File: config.mk
export PLATFORM = sky130hd
export DESIGN_NAME = clock_set_ctrl
export DESIGN_NICKNAME = d
export VERILOG_FILES = /design/src/rtl/clock_ctrl_pkg.sv /design/src/rtl/btn_sync_edge.sv /design/src/rtl/clock_set_ctrl.sv
export SDC_FILE = /design/constraint.sdc
export NUM_CORES = 1
export LEC_CHECK = 0
export BUFFER_PORTS_ARGS = -buffer_cell sky130_fd_sc_hd__buf_2
export CAP_MARGIN = 40
export CORE_ASPECT_RATIO = 0.5
export CORE_MARGIN = 3
export CORE_UTILIZATION = 65
export CTS_BUF_LIST = sky130_fd_sc_hd__clkbuf_4 sky130_fd_sc_hd__clkbuf_8
export CTS_CLUSTER_DIAMETER = 40
export DETAILED_ROUTE_END_ITERATION = 16
export PLACE_DENSITY = 0.88
export SLEW_MARGIN = 20
export SYNTH_ARGS = -nofsm -noshare
export SYNTH_HDL_FRONTEND = slang
export SYNTH_SLANG_ARGS = --single-unit
File: constraint.sdc
create_clock -name clk -period 11 [get_ports clk]
set_input_delay 2.75 -clock clk [delete_from_list [all_inputs] [get_ports clk]]
set_output_delay 2.75 -clock clk [all_outputs]
set_load 0.02 [all_outputs]
File: src/rtl/clock_ctrl_pkg.sv
// Shared types and constants for the clock-setting controller:
// FSM state encoding, BCD digit width, and hour/minute wrap limits.
package clock_ctrl_pkg;

  localparam int DIGIT_W = 4;
  localparam int HR_MAX  = 23;
  localparam int MIN_MAX = 59;

  typedef enum logic [1:0] {
    ST_RUN     = 2'd0,
    ST_SET_HR  = 2'd1,
    ST_SET_MIN = 2'd2
  } state_t;

  typedef logic [DIGIT_W-1:0] digit_t;

  // Two-digit BCD increment that wraps to 00 once the value reaches max.
  // Out-of-range captured values also wrap rather than producing non-BCD digits.
  function automatic logic [2*DIGIT_W-1:0] bcd_inc(input digit_t tens, input digit_t ones,
                                                   input int max);
    int v;
    v = int'(tens) * 10 + int'(ones);
    if (v >= max) v = 0;
    else          v = v + 1;
    return {DIGIT_W'(v / 10), DIGIT_W'(v % 10)};
  endfunction

endpackage

File: src/rtl/btn_sync_edge.sv
// Button conditioner: 2-flop synchronizer followed by a registered rising-edge pulse.
// A raw rise sampled at edge N gives pulse=1 after edge N+2, so the consumer acts at N+3.
module btn_sync_edge (
  input  logic clk,
  input  logic rst_n,
  input  logic btn,
  output logic pulse,
  output logic level
);

  logic s1_q, s2_q, s3_q, pulse_q;
  logic s1_d, s2_d, s3_d, pulse_d;

  always_comb begin
    s1_d    = btn;
    s2_d    = s1_q;
    s3_d    = s2_q;
    pulse_d = s2_q & ~s3_q;
  end

  always_ff @(posedge clk or negedge rst_n) begin
    if (!rst_n) begin
      s1_q    <= 1'b0;
      s2_q    <= 1'b0;
      s3_q    <= 1'b0;
      pulse_q <= 1'b0;
    end else begin
      s1_q    <= s1_d;
      s2_q    <= s2_d;
      s3_q    <= s3_d;
      pulse_q <= pulse_d;
    end
  end

  assign pulse = pulse_q;
  // s3 is aligned with the pulse, so the held level lines up with the edge.
  assign level = s3_q;

endmodule

File: src/rtl/clock_set_ctrl.sv
// Time-setting controller for a 24h BCD clock: mode button walks RUN -> SET_HR -> SET_MIN,
// inc button edits the selected field. Optional hold-to-repeat under CLOCK_SET_AUTO_REPEAT_EN.
module clock_set_ctrl
  import clock_ctrl_pkg::*;
#(
  parameter int BLINK_DIV   = 25_000_000,
  parameter int REPEAT_DLY  = 50_000_000,
  parameter int REPEAT_RATE = 10_000_000
) (
  input  logic       clk,
  input  logic       rst,
  input  logic       mode_btn,
  input  logic       inc_btn,
  input  logic [3:0] cur_h1,
  input  logic [3:0] cur_h0,
  input  logic [3:0] cur_m1,
  input  logic [3:0] cur_m0,
  output logic [3:0] set_h1,
  output logic [3:0] set_h0,
  output logic [3:0] set_m1,
  output logic [3:0] set_m0,
  output logic       load,
  output logic       run_en,
  output logic       blank_hr,
  output logic       blank_min,
  output logic [1:0] state
);

  localparam int BLINK_W = $clog2(BLINK_DIV + 1);

  logic mode_pls, mode_lvl, inc_pls, inc_lvl;

  btn_sync_edge u_mode_sync (
    .clk   (clk),
    .rst_n (rst),
    .btn   (mode_btn),
    .pulse (mode_pls),
    .level (mode_lvl)
  );

  btn_sync_edge u_inc_sync (
    .clk   (clk),
    .rst_n (rst),
    .btn   (inc_btn),
    .pulse (inc_pls),
    .level (inc_lvl)
  );

  state_t               state_q, state_d;
  digit_t               set_h1_q, set_h0_q, set_m1_q, set_m0_q;
  digit_t               set_h1_d, set_h0_d, set_m1_d, set_m0_d;
  logic                 load_q, load_d, run_en_q, run_en_d;
  logic                 blank_hr_q, blank_hr_d, blank_min_q, blank_min_d;
  logic [BLINK_W-1:0]   blink_cnt_q, blink_cnt_d;
  logic                 phase_q, phase_d;
  logic                 in_set, inc_fire, bump;

`ifdef CLOCK_SET_AUTO_REPEAT_EN
  localparam int RPT_MAX = (REPEAT_DLY > REPEAT_RATE) ? REPEAT_DLY : REPEAT_RATE;
  localparam int RPT_W   = $clog2(RPT_MAX + 1);

  logic [RPT_W-1:0] rpt_cnt_q, rpt_cnt_d;
  logic             rpt_on_q, rpt_on_d, rpt_armed_q, rpt_armed_d, rpt_fire;
  logic             unused_lvl;

  assign unused_lvl = mode_lvl;

  // Repeat runs only while inc stays held after an edge taken in a SET state.
  always_comb begin
    rpt_cnt_d   = rpt_cnt_q;
    rpt_on_d    = rpt_on_q;
    rpt_armed_d = rpt_armed_q;
    rpt_fire    = 1'b0;
    if (!in_set || mode_pls || !inc_lvl) begin
      rpt_cnt_d   = '0;
      rpt_on_d    = 1'b0;
      rpt_armed_d = 1'b0;
    end else if (inc_pls) begin
      rpt_cnt_d   = '0;
      rpt_on_d    = 1'b1;
      rpt_armed_d = 1'b0;
    end else if (rpt_on_q) begin
      if (!rpt_armed_q && rpt_cnt_q == RPT_W'(REPEAT_DLY - 1)) begin
        rpt_fire    = 1'b1;
        rpt_cnt_d   = '0;
        rpt_armed_d = 1'b1;
      end else if (rpt_armed_q && rpt_cnt_q == RPT_W'(REPEAT_RATE - 1)) begin
        rpt_fire  = 1'b1;
        rpt_cnt_d = '0;
      end else begin
        rpt_cnt_d = rpt_cnt_q + 1'b1;
      end
    end
  end

  always_ff @(posedge clk or negedge rst) begin
    if (!rst) begin
      rpt_cnt_q   <= '0;
      rpt_on_q    <= 1'b0;
      rpt_armed_q <= 1'b0;
    end else begin
      rpt_cnt_q   <= rpt_cnt_d;
      rpt_on_q    <= rpt_on_d;
      rpt_armed_q <= rpt_armed_d;
    end
  end

  assign inc_fire = inc_pls | rpt_fire;
`else
  logic unused_lvl;

  assign unused_lvl = mode_lvl ^ inc_lvl;
  assign inc_fire   = inc_pls;
`endif

  assign in_set = (state_q == ST_SET_HR) || (state_q == ST_SET_MIN);
  assign bump   = inc_fire && !mode_pls && in_set;

  always_comb begin
    state_d  = state_q;
    set_h1_d = set_h1_q;
    set_h0_d = set_h0_q;
    set_m1_d = set_m1_q;
    set_m0_d = set_m0_q;
    load_d   = 1'b0;

    case (state_q)
      ST_RUN: begin
        if (mode_pls) begin
          state_d  = ST_SET_HR;
          set_h1_d = cur_h1;
          set_h0_d = cur_h0;
          set_m1_d = cur_m1;
          set_m0_d = cur_m0;
        end
      end
      ST_SET_HR: begin
        if (mode_pls)  state_d = ST_SET_MIN;
        else if (bump) {set_h1_d, set_h0_d} = bcd_inc(set_h1_q, set_h0_q, HR_MAX);
      end
      ST_SET_MIN: begin
        if (mode_pls) begin
          state_d = ST_RUN;
          load_d  = 1'b1;
        end else if (bump) begin
          {set_m1_d, set_m0_d} = bcd_inc(set_m1_q, set_m0_q, MIN_MAX);
        end
      end
      default: state_d = ST_RUN;
    endcase

    // Blink restarts visible on any state entry or edit so the edited digits stay readable.
    blink_cnt_d = blink_cnt_q + 1'b1;
    phase_d     = phase_q;
    if (state_d != state_q || bump) begin
      blink_cnt_d = '0;
      phase_d     = 1'b0;
    end else if (blink_cnt_q == BLINK_W'(BLINK_DIV - 1)) begin
      blink_cnt_d = '0;
      phase_d     = ~phase_q;
    end

    run_en_d    = (state_d == ST_RUN) && !load_d;
    blank_hr_d  = (state_d == ST_SET_HR) && phase_d;
    blank_min_d = (state_d == ST_SET_MIN) && phase_d;
  end

  always_ff @(posedge clk or negedge rst) begin
    if (!rst) begin
      state_q     <= ST_RUN;
      set_h1_q    <= '0;
      set_h0_q    <= '0;
      set_m1_q    <= '0;
      set_m0_q    <= '0;
      load_q      <= 1'b0;
      run_en_q    <= 1'b1;
      blank_hr_q  <= 1'b0;
      blank_min_q <= 1'b0;
      blink_cnt_q <= '0;
      phase_q     <= 1'b0;
    end else begin
      state_q     <= state_d;
      set_h1_q    <= set_h1_d;
      set_h0_q    <= set_h0_d;
      set_m1_q    <= set_m1_d;
      set_m0_q    <= set_m0_d;
      load_q      <= load_d;
      run_en_q    <= run_en_d;
      blank_hr_q  <= blank_hr_d;
      blank_min_q <= blank_min_d;
      blink_cnt_q <= blink_cnt_d;
      phase_q     <= phase_d;
    end
  end

  assign set_h1    = set_h1_q;
  assign set_h0    = set_h0_q;
  assign set_m1    = set_m1_q;
  assign set_m0    = set_m0_q;
  assign load      = load_q;
  assign run_en    = run_en_q;
  assign blank_hr  = blank_hr_q;
  assign blank_min = blank_min_q;
  assign state     = state_q;

endmodule

==> metrics.txt <==
Hold Crit Endpoint u_inc_sync.s2_q; Layout Nets 537; drt pass-1 iters 5; first-pass GRT wire length 13.6 mm; cell taking the most area after synthesis dfrtp_1; DRT antenna net count 0; r2r startpoint set_h1[1]; Synth Instances 456; most numerous cell in the Yosys netlist dfrtp_1; initial antenna violation count 0; Worst Setup Start Kind flip-flop; Slew Limit Headroom 52.8%; chip width 117 um; setup repair after global routing missed its margin no; Mapped Area 4010 um2; number of synthesized flops with an enable pin 0; area growth from synthesis to layout 7.40%; Hold Startpoint u_inc_sync.s1_q; clk_lat worst skew 0.31 ns; post-cts sizing count 0; GP Congestion 0.908; Yosys cell types 66; Final setup violation count 0; Initial DRC Count 410; fraction of layout instances using a drive strength above 1 13.9%; post-synthesis sequential area ratio 35.0%; Placed Area 4210 um2; PortBufs 41; Starting Density 70.3%; worst hold margin 0.358 ns; CP required 11.20 ns; worst-margin pin slew 0.704 ns; max frequency 240 MHz; period utilization 37.9%; clock buffer depth 2; CTS tree done; gr ovfl total 0; io pins 42; Routed WL per cell 14.6 um; DRC errors left 0; clk_skew 0.00675 ns; Min-Delay Path Depth 0; worst-path fanout max 8; fin area 4310 um2; gr usage total 23.7%; Hold Crit Class reg -> reg; Num CTS Buffers 5; critical path type reg -> reg; cts hold-fix bufs 0; Synth area leaders dfrtp_1 34%, ha_1 7.8%, nor2_1 5.0%; Rows 19; die height 61.5 um; pin count of the biggest net entering global routing 57; crit path time final 4.16 ns; final WL 8.19 mm; Reg2Reg Depth 17; routed via count 3363; core area 5710 um2; DR vias/cell 5.98; top cells by count, synth 55 x dfrtp_1, 53 x nor2_1, 35 x nand2_1, 27 x inv_1, 25 x ha_1; Clock Sinks 56; Setup Fix Bufs, Post-CTS 0; FF+latch count, synth 56; Synth top area share 34.3%; max-cap violations 0; hpwl dp 6.05 mm; Post-Syn Nets 505; RR Endpoint set_h0[3]; status finished, final reports clean; Worst R2R Setup Slack 6.84 ns; Root Buffer clkbuf_8; Antenna Cells 0; Clock Pin Slew Worst Setup and Hold Paths 0.10 ns; WP data arrival 4.36 ns; Top FF cell, synth dfrtp_1; Final Hold Viols 0; vias in the first global route 3049; Slew Viols, Final 0; CP Capture Type flip-flop; area of the die 7200 um2; Setup TNS Final 0 ns; Async SR Flop Fraction 100%; Syn Area/Cell 8.79 um2; H-tree depth 2; synth warn 0
## final cells by class
class | instances | area (um2)
clock buffer | 6 | 76.3
multi-input combinational | 355 | 2400
sequential | 56 | 1400
tap | 73 | 91.3
inverter | 27 | 101
timing repair buffer | 43 | 220
fill | 427 | 1400
clock inverter | 2 | 16.3
## critical path, cell delays in order, from the launching register on
cell,delay [ns]
dfrtp_1,0.45
ha_1,0.32
ha_1,0.21
inv_1,0.07
fa_1,0.43
nand4b_1,0.22
o32ai_1,0.30
o311a_1,0.38
and2_1,0.22
ha_1,0.19
a31oi_1,0.11
a21oi_1,0.24
xor2_1,0.21
nand2_1,0.08
ha_1,0.21
o21bai_1,0.16
mux2i_1,0.16
o21ai_0,0.09
## logic make-up (layout without fill, tap and decap cells)
kind of cell | Yosys count | count (layout) | synth area share (%)
and+or+nand+nor | 181 | 181 | 22.1
xor gates and xnor gates | 36 | 36 | 8.93
muxes | 5 | 5 | 1.40
DFF | 56 | 56 | 35.0
buffers and inverters | 45 | 78 | 5.21
AOI/OAI and AO/OA | 104 | 104 | 17.5
adders and majority gates | 29 | 29 | 9.80
## through the flow
stage,instances,worst slack (ns),util (%)
2_1_floorplan,456,7.20,-
3_3_place_gp,554,7.12,73.8
3_5_place_dp,554,6.95,73.8
4_1_cts,562,6.88,75.5
5_1_grt,562,6.44,75.5
6_report,562,6.84,75.5
## worst max-delay path by stage
| stage | from | end | slack, ns | cells past startpoint |
|---|---|---|---|---|
| detailed placement | set_h1[1] | set_h0[2] | 6.95 | 16 |
| floorplan | set_h1[1] | set_h0[2] | 7.20 | 16 |
| global placement | set_h1[1] | set_h0[2] | 7.12 | 16 |
| CTS | set_h1[1] | set_h0[2] | 6.88 | 16 |
| global route | set_h1[1] | set_h0[3] | 6.44 | 17 |
| finish | set_h1[1] | set_h0[3] | 6.84 | 17 |
## per-layer routing
metal / GRT usage, % / part of all wire, % / up-vias
met3: 4.51 / 4.6 / 17
li1: - / - / 1666
met4: 6.05 / 1.7 / 0
met1: 30.8 / 45 / 1595
met2: 41.8 / 49 / 85
met5: 0 / 0 / -
## state kept, by name (all words and copies together), names as in the netlist
register	cells
blink_cnt_q	25
set_h0	4
set_h1	4
set_m0	4
set_m1	4
state	2
blank_hr	1
blank_min	1
load	1
phase_q	1
run_en	1
u_inc_sync.level	1
u_inc_sync.pulse	1
u_inc_sync.s1_q	1
u_inc_sync.s2_q	1
u_mode_sync.level	1
u_mode_sync.pulse	1
u_mode_sync.s1_q	1
u_mode_sync.s2_q	1
## placed cells by master (no fill, tap or decap), types with 4 or more instances in the layout
master / instances
dfrtp_1: 55
nor2_1: 53
buf_2: 41
nand2_1: 35
inv_1: 27
ha_1: 25
o21ai_0: 24
nand3_1: 23
a21oi_1: 22
xor2_1: 20
nor3_1: 13
xnor2_1: 12
and3_1: 11
a31oi_1: 9
nand2b_1: 8
a21o_1: 6
nor3b_1: 6
nor2b_1: 6
o21a_1: 5
clkbuf_8: 5
and2_1: 4
nor4_1: 4
nand4_1: 4
o211ai_1: 4
fa_1: 4
Power is not shown: default switching activity piles up to over one toggle a cycle in this logic, so the estimate is an artifact.
